==> config.mk <==
export PLATFORM = sky130hd
export DESIGN_NAME = naive_bus_timer_flat
export DESIGN_NICKNAME = d
export VERILOG_FILES = /design/src/rtl/naive_bus_timer_if.sv /design/src/rtl/naive_bus_timer.sv /design/src/flat_wrapper.sv
export SDC_FILE = /design/constraint.sdc
export NUM_CORES = 1
export LEC_CHECK = 0
export BUFFER_PORTS_ARGS = -buffer_cell sky130_fd_sc_hd__clkbuf_2
export CORE_MARGIN = 10
export CORE_UTILIZATION = 52
export CTS_CLUSTER_SIZE = 20
export DETAILED_ROUTE_END_ITERATION = 7
export GPL_ROUTABILITY_DRIVEN = 1
export GPL_TIMING_DRIVEN = 0
export HOLD_SLACK_MARGIN = 0.08
export PLACE_DENSITY = 0.87
export SYNTH_ARGS = -nofsm -noshare
export SYNTH_HDL_FRONTEND = slang
export SYNTH_SLANG_ARGS = --single-unit
==> constraint.sdc <==
create_clock -name clk -period 4.6 [get_ports clk]
set_clock_uncertainty 0.2 [all_clocks]
set_input_delay 0.92 -clock clk [delete_from_list [all_inputs] [get_ports clk]]
set_output_delay 0.92 -clock clk [all_outputs]
set_load 0.01 [all_outputs]
==> src/rtl/naive_bus_timer_if.sv <==
// naive_bus responder-side signal bundle: independent read and write channels
// with request/grant handshakes and byte-enabled writes.
interface naive_bus_timer_if;
    logic        rd_req;
    logic        rd_gnt;
    logic [31:0] rd_addr;
    logic [31:0] rd_data;
    logic        wr_req;
    logic        wr_gnt;
    logic [31:0] wr_addr;
    logic [3:0]  wr_byte_en;
    logic [31:0] wr_data;

    modport master (
        output rd_req, rd_addr, wr_req, wr_addr, wr_byte_en, wr_data,
        input  rd_gnt, rd_data, wr_gnt
    );

    modport slave (
        input  rd_req, rd_addr, wr_req, wr_addr, wr_byte_en, wr_data,
        output rd_gnt, rd_data, wr_gnt
    );
endinterface

==> src/rtl/naive_bus_timer.sv <==
// Timer/compare peripheral on the naive_bus: prescaled 32-bit counter,
// compare match flag (W1C) and a registered level interrupt.
module naive_bus_timer #(
    parameter int          PRESCALE_W    = 16,
    parameter logic [31:0] RESET_COMPARE = 32'hffff_ffff
) (
    input  logic                   clk,
    input  logic                   rst,
    naive_bus_timer_if.slave       bus,
    output logic                   irq
);

    typedef enum logic [1:0] {
        REG_CTRL     = 2'd0,
        REG_PRESCALE = 2'd1,
        REG_COUNT    = 2'd2,
        REG_COMPARE  = 2'd3
    } reg_sel_e;

    logic                  enable_q,      enable_d;
    logic                  auto_reload_q, auto_reload_d;
    logic                  irq_en_q,      irq_en_d;
    logic                  flag_q,        flag_d;
    logic [PRESCALE_W-1:0] prescale_q,    prescale_d;
    logic [PRESCALE_W-1:0] pcnt_q,        pcnt_d;
    logic [31:0]           count_q,       count_d;
    logic [31:0]           compare_q,     compare_d;
    logic [31:0]           rd_data_q,     rd_data_d;
    logic                  irq_q,         irq_d;

    logic [31:0] reg_view [4];
    logic [31:0] prescale_ext;
    logic [31:0] wr_old;
    logic [31:0] wr_merged;
    logic [3:0]  wr_sel;
    logic        wr_active;
    logic        tick;
    reg_sel_e    rd_idx;
    reg_sel_e    wr_idx;

    // Address bits outside [3:2] are don't-care: the block aliases every 16 bytes.
    logic unused_addr_bits;
    assign unused_addr_bits = ^{bus.rd_addr[31:4], bus.rd_addr[1:0],
                                bus.wr_addr[31:4], bus.wr_addr[1:0]};

    assign rd_idx = reg_sel_e'(bus.rd_addr[3:2]);
    assign wr_idx = reg_sel_e'(bus.wr_addr[3:2]);

    assign bus.rd_gnt  = bus.rd_req;
    assign bus.wr_gnt  = bus.wr_req;
    assign bus.rd_data = rd_data_q;
    assign irq         = irq_q;

    always_comb begin
        prescale_ext                   = '0;
        prescale_ext[PRESCALE_W-1:0]   = prescale_q;
    end

    always_comb begin
        reg_view[REG_CTRL]     = {23'd0, flag_q, 5'd0, irq_en_q, auto_reload_q, enable_q};
        reg_view[REG_PRESCALE] = prescale_ext;
        reg_view[REG_COUNT]    = count_q;
        reg_view[REG_COMPARE]  = compare_q;
    end

    assign wr_old = reg_view[wr_idx];

    // A write with no byte enables is a no-op, so it must not count as a hit
    // (otherwise it would still clear the prescale counter).
    assign wr_active = bus.wr_req && (|bus.wr_byte_en);

    genvar gi;
    generate
        for (gi = 0; gi < 4; gi++) begin : g_wr
            assign wr_merged[8*gi +: 8] = bus.wr_byte_en[gi] ? bus.wr_data[8*gi +: 8]
                                                             : wr_old[8*gi +: 8];
            assign wr_sel[gi] = wr_active && (wr_idx == reg_sel_e'(gi));
        end
    endgenerate

    assign tick = enable_q && (pcnt_q == prescale_q);

    always_comb begin
        enable_d      = enable_q;
        auto_reload_d = auto_reload_q;
        irq_en_d      = irq_en_q;
        flag_d        = flag_q;
        prescale_d    = prescale_q;
        pcnt_d        = pcnt_q;
        count_d       = count_q;
        compare_d     = compare_q;
        rd_data_d     = rd_data_q;
        irq_d         = irq_q;

        if (wr_sel[REG_PRESCALE] || !enable_q || tick) begin
            pcnt_d = '0;
        end else begin
            pcnt_d = pcnt_q + PRESCALE_W'(1);
        end

        if (wr_sel[REG_CTRL]) begin
            enable_d      = wr_merged[0];
            auto_reload_d = wr_merged[1];
            irq_en_d      = wr_merged[2];
            if (bus.wr_byte_en[1] && bus.wr_data[8]) begin
                flag_d = 1'b0;
            end
        end

        if (wr_sel[REG_PRESCALE]) begin
            prescale_d = wr_merged[PRESCALE_W-1:0];
        end

        if (wr_sel[REG_COMPARE]) begin
            compare_d = wr_merged;
        end

        // A bus write to COUNT suppresses both the increment and the match check;
        // a match sets the flag after any W1C above, so a simultaneous set wins.
        if (wr_sel[REG_COUNT]) begin
            count_d = wr_merged;
        end else if (tick) begin
            if (count_q == compare_q) begin
                flag_d  = 1'b1;
                count_d = auto_reload_q ? 32'd0 : count_q + 32'd1;
            end else begin
                count_d = count_q + 32'd1;
            end
        end

        irq_d = flag_d && irq_en_d;

        if (bus.rd_req) begin
            rd_data_d = reg_view[rd_idx];
        end
    end

    always_ff @(posedge clk or posedge rst) begin
        if (rst) begin
            enable_q      <= 1'b0;
            auto_reload_q <= 1'b0;
            irq_en_q      <= 1'b0;
            flag_q        <= 1'b0;
            prescale_q    <= '0;
            pcnt_q        <= '0;
            count_q       <= 32'd0;
            compare_q     <= RESET_COMPARE;
            rd_data_q     <= 32'd0;
            irq_q         <= 1'b0;
        end else begin
            enable_q      <= enable_d;
            auto_reload_q <= auto_reload_d;
            irq_en_q      <= irq_en_d;
            flag_q        <= flag_d;
            prescale_q    <= prescale_d;
            pcnt_q        <= pcnt_d;
            count_q       <= count_d;
            compare_q     <= compare_d;
            rd_data_q     <= rd_data_d;
            irq_q         <= irq_d;
        end
    end

endmodule

==> src/flat_wrapper.sv <==
// flat-port wrapper written by rule: the top's interface ports become plain ports
module naive_bus_timer_flat 
#(
    parameter int          PRESCALE_W    = 16,
    parameter logic [31:0] RESET_COMPARE = 32'hffff_ffff
)
  (clk, rst, irq, bus_rd_req, bus_rd_addr, bus_wr_req, bus_wr_addr, bus_wr_byte_en, bus_wr_data, bus_rd_gnt, bus_rd_data, bus_wr_gnt);
  naive_bus_timer_if bus_i ();
  input  logic clk;
  input  logic rst;
  output logic irq;
  input wire logic [$bits(bus_i.rd_req)-1:0] bus_rd_req;
  input wire logic [$bits(bus_i.rd_addr)-1:0] bus_rd_addr;
  input wire logic [$bits(bus_i.wr_req)-1:0] bus_wr_req;
  input wire logic [$bits(bus_i.wr_addr)-1:0] bus_wr_addr;
  input wire logic [$bits(bus_i.wr_byte_en)-1:0] bus_wr_byte_en;
  input wire logic [$bits(bus_i.wr_data)-1:0] bus_wr_data;
  output wire logic [$bits(bus_i.rd_gnt)-1:0] bus_rd_gnt;
  output wire logic [$bits(bus_i.rd_data)-1:0] bus_rd_data;
  output wire logic [$bits(bus_i.wr_gnt)-1:0] bus_wr_gnt;
  assign bus_i.rd_req = bus_rd_req;
  assign bus_i.rd_addr = bus_rd_addr;
  assign bus_i.wr_req = bus_wr_req;
  assign bus_i.wr_addr = bus_wr_addr;
  assign bus_i.wr_byte_en = bus_wr_byte_en;
  assign bus_i.wr_data = bus_wr_data;
  assign bus_rd_gnt = bus_i.rd_gnt;
  assign bus_rd_data = bus_i.rd_data;
  assign bus_wr_gnt = bus_i.wr_gnt;
  naive_bus_timer #(.PRESCALE_W(PRESCALE_W), .RESET_COMPARE(RESET_COMPARE)) u_core (.clk(clk), .rst(rst), .bus(bus_i), .irq(irq));
endmodule
==> results of run 1 <==
==> worst register-to-register path, stage by stage, from the launching register on <==
cell and delay, ns:
dfrtp_1 0.37, buf_2 0.18, xnor2_1 0.37, nand4_1 0.26, nor4_4 0.39, and3_1 0.22
buf_4 0.20, buf_2 0.28, o21ai_0 0.16, a221o_1 0.31
==> report_power, final <==
part	switching, uW	leakage [uW]	internal (uW)
clock network	540	0.000332	1080
registers	287	0.00154	1480
logic	737	0.00210	614
==> registers in the layout (all words and copies together) (netlist names) <==
signal / count
u_core.bus.rd_data: 32
u_core.compare_q: 32
u_core.count_q: 32
u_core.pcnt_q: 16
u_core.prescale_q: 16
u_core.auto_reload_q: 1
u_core.enable_q: 1
u_core.flag_q: 1
u_core.irq: 1
u_core.irq_en_q: 1
==> Yosys cell counts, types with 11 or more instances <==
library cell and number:
and2_1 15, a22oi_1 38, xnor2_1 49, mux2_2 63, nor3_1 15, clkbuf_1 39, dfstp_2 32, nor2_1 100
o21ai_0 37, a221o_1 23, xor2_1 11, inv_1 26, nand3_1 27, nand2_1 52, buf_2 16, mux2i_1 22
dfrtp_1 101, nand4_1 23, o22ai_1 16, a21oi_1 44
==> per-layer routing <==
metal / up-vias / GRT usage / part of all wire
met3: 84 / 0.05541 / 0.10
met2: 472 / 0.3684 / 0.46
li1: 3222 / - / -
met5: - / 0 / 0
met1: 3441 / 0.3025 / 0.39
met4: 0 / 0.1261 / 0.042
==> path summary, 6_finish.rpt <==
path | slack, ns | endpoint | cells past startpoint
worst max-delay path | 1.25 | u_core.compare_q[0] | 7
worst min-delay path | 0.31 | u_core.bus.rd_data[8] | 1
worst max register to register | 1.56 | u_core.count_q[14] | 9
worst min register to register | 0.31 | u_core.bus.rd_data[8] | 1
max in group asynchronous | 2.88 | u_core.compare_q[0] | 4
min in group asynchronous | 0.40 | u_core.bus.rd_data[18] | 2
==> cells by family after synthesis <==
group | count (synthesis) | share of synthesized area
simple gates | 264 | 0.1580
compound gates | 188 | 0.1576
flops | 133 | 0.4159
buf+inv | 100 | 0.05948
mux | 93 | 0.1370
xor+xnor | 62 | 0.06890
fa+ha+maj | 2 | 0.003089
==> cell type report <==
class,count,share of cell area
clock inverter,11,0.02322
timing repair buffer,74,0.04381
buffer,74,0.04051
clock buffer,21,0.05067
tap,211,0.02784
multi-input combinational,609,0.4481
inverter,26,0.01069
sequential,133,0.3552
==> stage by stage <==
step / total power, uW / cells / utilization
2_1_floorplan: 2668 / 842 / -
3_3_place_gp: 3011 / 1124 / 0.5716
3_5_place_dp: 3071 / 1127 / 0.5756
4_1_cts: 4702 / 1159 / 0.6215
5_1_grt: 4920 / 1159 / 0.6215
6_report: 4729 / 1159 / 0.6215
==> flow_summary.ini, run 1 <==
[sta]
slew_viol_final = 0
finalWorstSetupSlack_ns = 1.249
finalCriticalPeriod_ns = 3.351
rsz0062_at_grt = no
setup_tns_ns = 0
worstMarginPinSlew_ns = 1.021
slew_headroom = 0.3142
whs_ns = 0.3109
hold_viol = 0
period_share = 0.7284
setup_violations = 0
max_freq_mhz = 298.5

[yosys]
synthesis.instances = 842
yosysWarningCount = 0
synth_top_cell_area_share = 0.3121
synthArstFlopShare = 1.000
avgSynthCellArea_sq_um = 9.619
ys_ff_latch = 133
synth-main-ff-cell = dfrtp_1
synth_area_sq_mm = 0.008099
ys_seq_area_frac = 0.4159
yosysTopAreaCell = dfrtp_1
synth_nets = 948
synthDistinctLibCells = 52
synth_edf_count = 0
synth_area_leaders = dfrtp_1 31%, dfstp_2 10%, mux2_2 8.8%, xnor2_1 5.3%, nor2_1 4.6%

[global_route]
overflow = 0
grt_pass1_wl_um = 38740
antenna_found_initial = 0
grt_pass1_vias = 7085
grtUsageTotal = 0.2377
grt_max_degree = 39

[final_layout]
finalInstanceArea_sq_mm = 0.009483
final_layout_size_suffix_gt1_frac = 0.2679
regArea_sq_mm = 0.003368
area_delta_synth_final_pct = 17.09
final_nets = 1041
final_common_cell = dfrtp_1
num-fill-cells = 1211
multiInputGateArea_sq_mm = 0.004249
n_antenna_cell = 0
final_cell_mix = 101 x dfrtp_1, 100 x nor2_1, 71 x clkbuf_2

[die]
start_util = 0.5308
die_h_um = 144.8
dieWidth_um = 144.8
io_pins = 139
die-area_sq_mm = 0.02097
num_rows = 45
core_sq_mm = 0.01526

[worst_setup_path]
setup.worst_path.start_class = input pin
path_buf_inv = 4
crit_arrival_ns = 3.48
end_kind = flip-flop
crit_fanout = 10
rr_startpoint = u_core.count_q[22]
crit_chain = clkbuf_2, clkbuf_1, nand2_1, nor2_1, clkbuf_1, clkbuf_1, a21oi_1
crit_start = bus_wr_addr[3]
cp_common_cell = clkbuf_1
required_ns = 4.73
max_stage_delay_ns = 0.63
path_class = in -> reg
critPathSlowestCell = clkbuf_1
path_delay_family = buffers and inverters

[placement]
dpl.hpwl_um = 17090
gp_congestion = 0.9631
io_buffers = 71
post_dp_cell_area_sq_mm = 0.008782
dp_slack_ns = 0.9881

[worst_hold_path]
hold_path.class = reg -> reg
hold_start = u_core.bus.rd_data[8]

[cts]
clk_path_buf_depth = 2
post_cts_buffers = 0
cts-root-buf = clkbuf_16
clock_latency_ns = 0.43
htreeDepth = 4
path_clk_slew_ns = 0.06
cts_resized = 0
cts_tree = yes
cts_sinks = 133
holdBufCountCts = 0
cts_buffers = 17

[pwr]
peakVddDrop_mv = 0.3355
leakagePower_uw = 0.003975
power.density_mw_per_mm2 = 498.7

[route]
via_per_inst = 6.229
dr.pass1.iters = 6
drt_iter0_markers = 975
route.detailed.drc = 0
ant_nets = 0
dr_total_vias = 7219
wl_per_cell_um = 21.09
wirelength_um = 24440

[run]
cap_violations = 0

[run_status]
status = finished, final reports clean
Power figures use the tool's default switching activity.
==> run 2, diff against run 1 <==
CORE_UTILIZATION = 55   (was 52)
clock period = 3.3 ns   (was 4.6 ns; I/O delays follow)
==> run 2 against run 1 <==
Against the previous run:
- core utilization increased by 2.3 points
- critical endpoint is now u_core.compare_q[19]
- sequential power increased by 40%
- critical path depth unchanged
==> flow_summary.ini, run 2 (synthesis gave the netlist of run 1 again) <==
[run_status]
status = finished, final reports clean

[placement]
post_dp_cell_area_sq_mm = 0.008748
dpl.hpwl_um = 17130
gp_congestion = 0.9759
io_buffers = 71
dp_slack_ns = -0.07319

[die]
core_sq_mm = 0.01448
num_rows = 44
start_util = 0.5594
die-area_sq_mm = 0.01998
die_h_um = 141.4
dieWidth_um = 141.4
io_pins = 139

[cts]
cts_buffers = 17
post_cts_buffers = 0
holdBufCountCts = 0
cts_tree = yes
cts_resized = 0
htreeDepth = 4
cts_sinks = 133
clock_latency_ns = 0.44
path_clk_slew_ns = 0.05
clk_path_buf_depth = 2
cts-root-buf = clkbuf_16

[pwr]
power.density_mw_per_mm2 = 666.9
peakVddDrop_mv = 0.6027
power.total_uw = 6227
leakagePower_uw = 0.003932

[final_layout]
finalInstanceArea_sq_mm = 0.009336
final_nets = 1041
final_layout_size_suffix_gt1_frac = 0.2658
final_common_cell = dfrtp_1
num-fill-cells = 1138
area_delta_synth_final_pct = 15.28
final_cell_mix = 101 x dfrtp_1, 100 x nor2_1, 71 x clkbuf_2
n_antenna_cell = 0

[route]
wirelength_um = 23840
wl_per_cell_um = 21.06
drt_iter0_markers = 924
dr.pass1.iters = 5
ant_nets = 0
dr_total_vias = 7164
via_per_inst = 6.329
route.detailed.drc = 0

[worst_setup_path]
end_kind = flip-flop
critPathSlowestCell = clkbuf_1
path_class = in -> reg
crit_fanout = 10
setup.worst_path.start_class = input pin
max_stage_delay_ns = 0.61
required_ns = 3.43
cp_common_cell = clkbuf_1
crit_chain = clkbuf_2, clkbuf_1, nand2_1, nor2_1, clkbuf_1, clkbuf_1, a21oi_1
crit_arrival_ns = 3.25

[sta]
setup_violations = 0
hold_viol = 0
slew_viol_final = 0
slew_headroom = 0.3365
rsz0062_at_grt = no
period_share = 0.9438
finalWorstSetupSlack_ns = 0.1856
setup_tns_ns = 0
whs_ns = 0.1395
max_freq_mhz = 321.1
finalCriticalPeriod_ns = 3.114
worstMarginPinSlew_ns = 0.9931

[run]
cap_violations = 0

[global_route]
grt_pass1_wl_um = 37470
grt_pass1_vias = 7179
grt_max_degree = 38
grtUsageTotal = 0.2357
overflow = 0
antenna_found_initial = 0

[worst_hold_path]
hold_path.class = in -> async
[run 2: cell count changes in the layout (fill, tap and decap cells not counted)]
cell | previous run | this run
clkinv_2 | 0 | 5
bufinv_16 | 6 | 2
clkbuf_1 | 39 | 41
clkinv_4 | 2 | 0
clkinvlp_4 | 4 | 3
[run 2: layout make-up]
class                           count  area [sq um]  area share
Timing Repair Buffer               74         415.4     0.04449
Clock inverter                      9         100.1     0.01072
Sequential cell                   133          3368      0.3608
Clock buffer                       23         488.0     0.05226
Buffer                             74         384.1     0.04114
Inverter                           26         101.3     0.01085
Multi-Input combinational cell    609          4249      0.4551
Tap cell                          184         230.2     0.02466
[run 2: critical path: cells and delay by family]
kind	cells	cell delay (ns)
AOI/OAI and AO/OA	1	0.17
buffers and inverters	4	1.81
and+or+nand+nor	2	0.59
[run 2: per-stage QoR]
stage | utilization | cells
after floorplan | - | 842
after global placement | 0.6001 | 1097
after detailed placement | 0.6042 | 1100
after CTS | 0.6448 | 1132
after global routing | 0.6448 | 1132
final | 0.6448 | 1132
[run 2: worst paths after layout]
kind                                        from                     end  slack [ns]  cells after the start
setup reg to reg               u_core.count_q[9]       u_core.count_q[3]        0.25                      8
setup / recovery                  bus_wr_addr[3]    u_core.compare_q[19]        0.19                      7
hold reg to reg            u_core.bus.rd_data[8]   u_core.bus.rd_data[8]        0.30                      1
max in group asynchronous                    rst     u_core.compare_q[3]        1.80                      4
min in group clk           u_core.bus.rd_data[8]   u_core.bus.rd_data[8]        0.30                      1
hold / removal                               rst  u_core.bus.rd_data[18]        0.14                      2
[run 2: report_power, final]
group | leakage [uW] | internal (uW) | switching, uW
clock network | 0.000289 | 1180 | 708
registers | 0.00154 | 2060 | 401
logic | 0.00210 | 856 | 1020
[run 2: layer usage]
layer | up-vias | GRT usage | wire, um
li1 | 3234 | - | -
met1 | 3420 | 0.2873 | 9357
met3 | 83 | 0.06509 | 2389
met2 | 427 | 0.3697 | 10990
met5 | - | 0 | 0
met4 | 0 | 0.1304 | 1104
==> run 3, diff against run 2 <==
CAP_MARGIN = 30   (was default)
CELL_PAD_IN_SITES_DETAIL_PLACEMENT = 0   (was default)
CELL_PAD_IN_SITES_GLOBAL_PLACEMENT = 2   (was default)
CORE_UTILIZATION = 35   (was 55)
PLACE_DENSITY = 0.89   (was 0.87)
RECOVER_POWER = 100   (was default)
==> run 3 against run 2 <==
Against the previous run:
- core utilization down 23 points
- sequential power hardly changed
- global-route usage decreased by 5.8 points
- power is 3.0% higher
- clock-buffer cell count decreased by 3
- clock power increased by 13%
- wire length grew 8.2%
- critical path depth increased by 1
- via count is 7.1% lower
- critical endpoint is now u_core.count_q[12]
- largest cell class unchanged
- highest routed layer unchanged
==> flow_summary.ini, run 3 (synthesis gave the netlist of run 1 again) <==
[pwr]
power.total_uw = 6414
combinationalPowerShare = 0.288
power_frac_seq = 0.380
peakVddDrop_mv = 0.3779
clockPowerShare = 0.332
p_switching_uw = 2165
swShare = 0.3375
power.density_mw_per_mm2 = 679.1
p_int_uw = 4249
leakagePower_uw = 0.003813

[cts]
cts_tree = yes
cts-root-buf = clkbuf_16
path_clk_slew_ns = 0.06
cts_resized = 0
holdBufCountCts = 0
clk_path_buf_depth = 2
cts_buffers = 17
clock_latency_ns = 0.43
cts_sinks = 133
htreeDepth = 4
post_cts_buffers = 0

[global_route]
overflow = 0
grt_pass1_vias = 6806
grt_pass1_wl_um = 39930
grtUsageTotal = 0.1779
antenna_found_initial = 0
grt_max_degree = 41

[worst_setup_path]
path_class = reg -> reg
end_kind = flip-flop
critPathSlowestCell = dfrtp_1
path_buf_inv = 2
path_delay_family = simple AND/OR/NAND/NOR gates
setup.worst_path.start_class = flip-flop
crit_arrival_ns = 3.27
crit_fanout = 10
required_ns = 3.41
max_stage_delay_ns = 0.45
crit_chain = xnor2_1, nand4_1, nor4_4, a31oi_2, and2_0, buf_6, clkbuf_2, a221o_1

[run]
cap_violations = 0

[sta]
period_share = 0.9587
slew_headroom = 0.1998
rsz0062_at_grt = no
slew_viol_final = 0
setup_violations = 0
finalWorstSetupSlack_ns = 0.1364
finalCriticalPeriod_ns = 3.164
setup_tns_ns = 0
hold_viol = 0
worstMarginPinSlew_ns = 1.194
max_freq_mhz = 316.1
whs_ns = 0.2404

[final_layout]
final_layout_size_suffix_gt1_frac = 0.2223
final_nets = 1042
final_cell_mix = 101 x dfrtp_1, 100 x nor2_1, 85 x clkbuf_1
finalInstanceArea_sq_mm = 0.009445
final_common_cell = dfrtp_1
n_antenna_cell = 0
regArea_sq_mm = 0.003368
multiInputGateArea_sq_mm = 0.004245
area_delta_synth_final_pct = 16.62
num-fill-cells = 2354

[die]
die_h_um = 172.1
start_util = 0.3566
num_rows = 55
io_pins = 139
core_sq_mm = 0.02271
dieWidth_um = 172.1
die-area_sq_mm = 0.02963

[placement]
dpl.hpwl_um = 19130
io_buffers = 71
post_dp_cell_area_sq_mm = 0.008880
dp_slack_ns = -0.2459
gp_congestion = 0.8236

[route]
wirelength_um = 25780
drt_iter0_markers = 508
ant_nets = 0
dr.pass1.iters = 5
dr_total_vias = 6656
wl_per_cell_um = 20.89
route.detailed.drc = 0
via_per_inst = 5.394

[worst_hold_path]
hold_path.class = in -> async

[run_status]
status = finished, final reports clean
-- run 3: power groups by stage --
stage	clock, uW	sequential [uW]	combinational, uW
floorplan	0	2380	1340
CTS	2170	2440	1880
finish	2130	2440	1850
global placement	0	2450	1840
global route	2230	2500	2040
detailed placement	0	2460	1860
-- run 3: cell type report --
cell class / count / share of cell area
Clock inverter: 12 / 0.02146
Multi-Input combinational cell: 609 / 0.4495
Clock buffer: 20 / 0.04729
Sequential cell: 133 / 0.3566
Timing Repair Buffer: 75 / 0.03815
Inverter: 26 / 0.01046
Tap cell: 285 / 0.03775
Buffer: 74 / 0.03881
-- run 3: path summary, 6_finish.rpt --
kind	start	to	slack, ns	cells past startpoint
min in group clk	u_core.bus.rd_data[0]	u_core.bus.rd_data[0]	0.31	1
hold reg to reg	u_core.bus.rd_data[0]	u_core.bus.rd_data[0]	0.31	1
setup reg to reg	u_core.count_q[9]	u_core.count_q[12]	0.14	8
setup / recovery	u_core.count_q[9]	u_core.count_q[12]	0.14	8
hold / removal	rst	u_core.bus.rd_data[12]	0.24	2
max in group asynchronous	rst	u_core.compare_q[25]	0.68	5
-- run 3: stage by stage --
stage | utilization | instances
after floorplan | - | 842
after global placement | 0.3882 | 1198
after detailed placement | 0.3910 | 1202
after CTS | 0.4196 | 1234
after global routing | 0.4159 | 1234
final | 0.4159 | 1234
-- run 3: worst reg2reg max path: stages (launching register included) --
cell	delay, ns
dfrtp_1	0.45
xnor2_1	0.42
nand4_1	0.36
nor4_4	0.39
a31oi_2	0.27
and2_0	0.25
buf_6	0.14
clkbuf_2	0.20
a221o_1	0.37
-- run 3: metal layers --
layer / vias to the layer above / routed length (um) / track usage
met5: - / 0 / 0
met4: 0 / 728 / 0.06409
met3: 34 / 1339 / 0.03762
met2: 176 / 11800 / 0.2794
met1: 3232 / 11910 / 0.2364
li1: 3214 / - / -
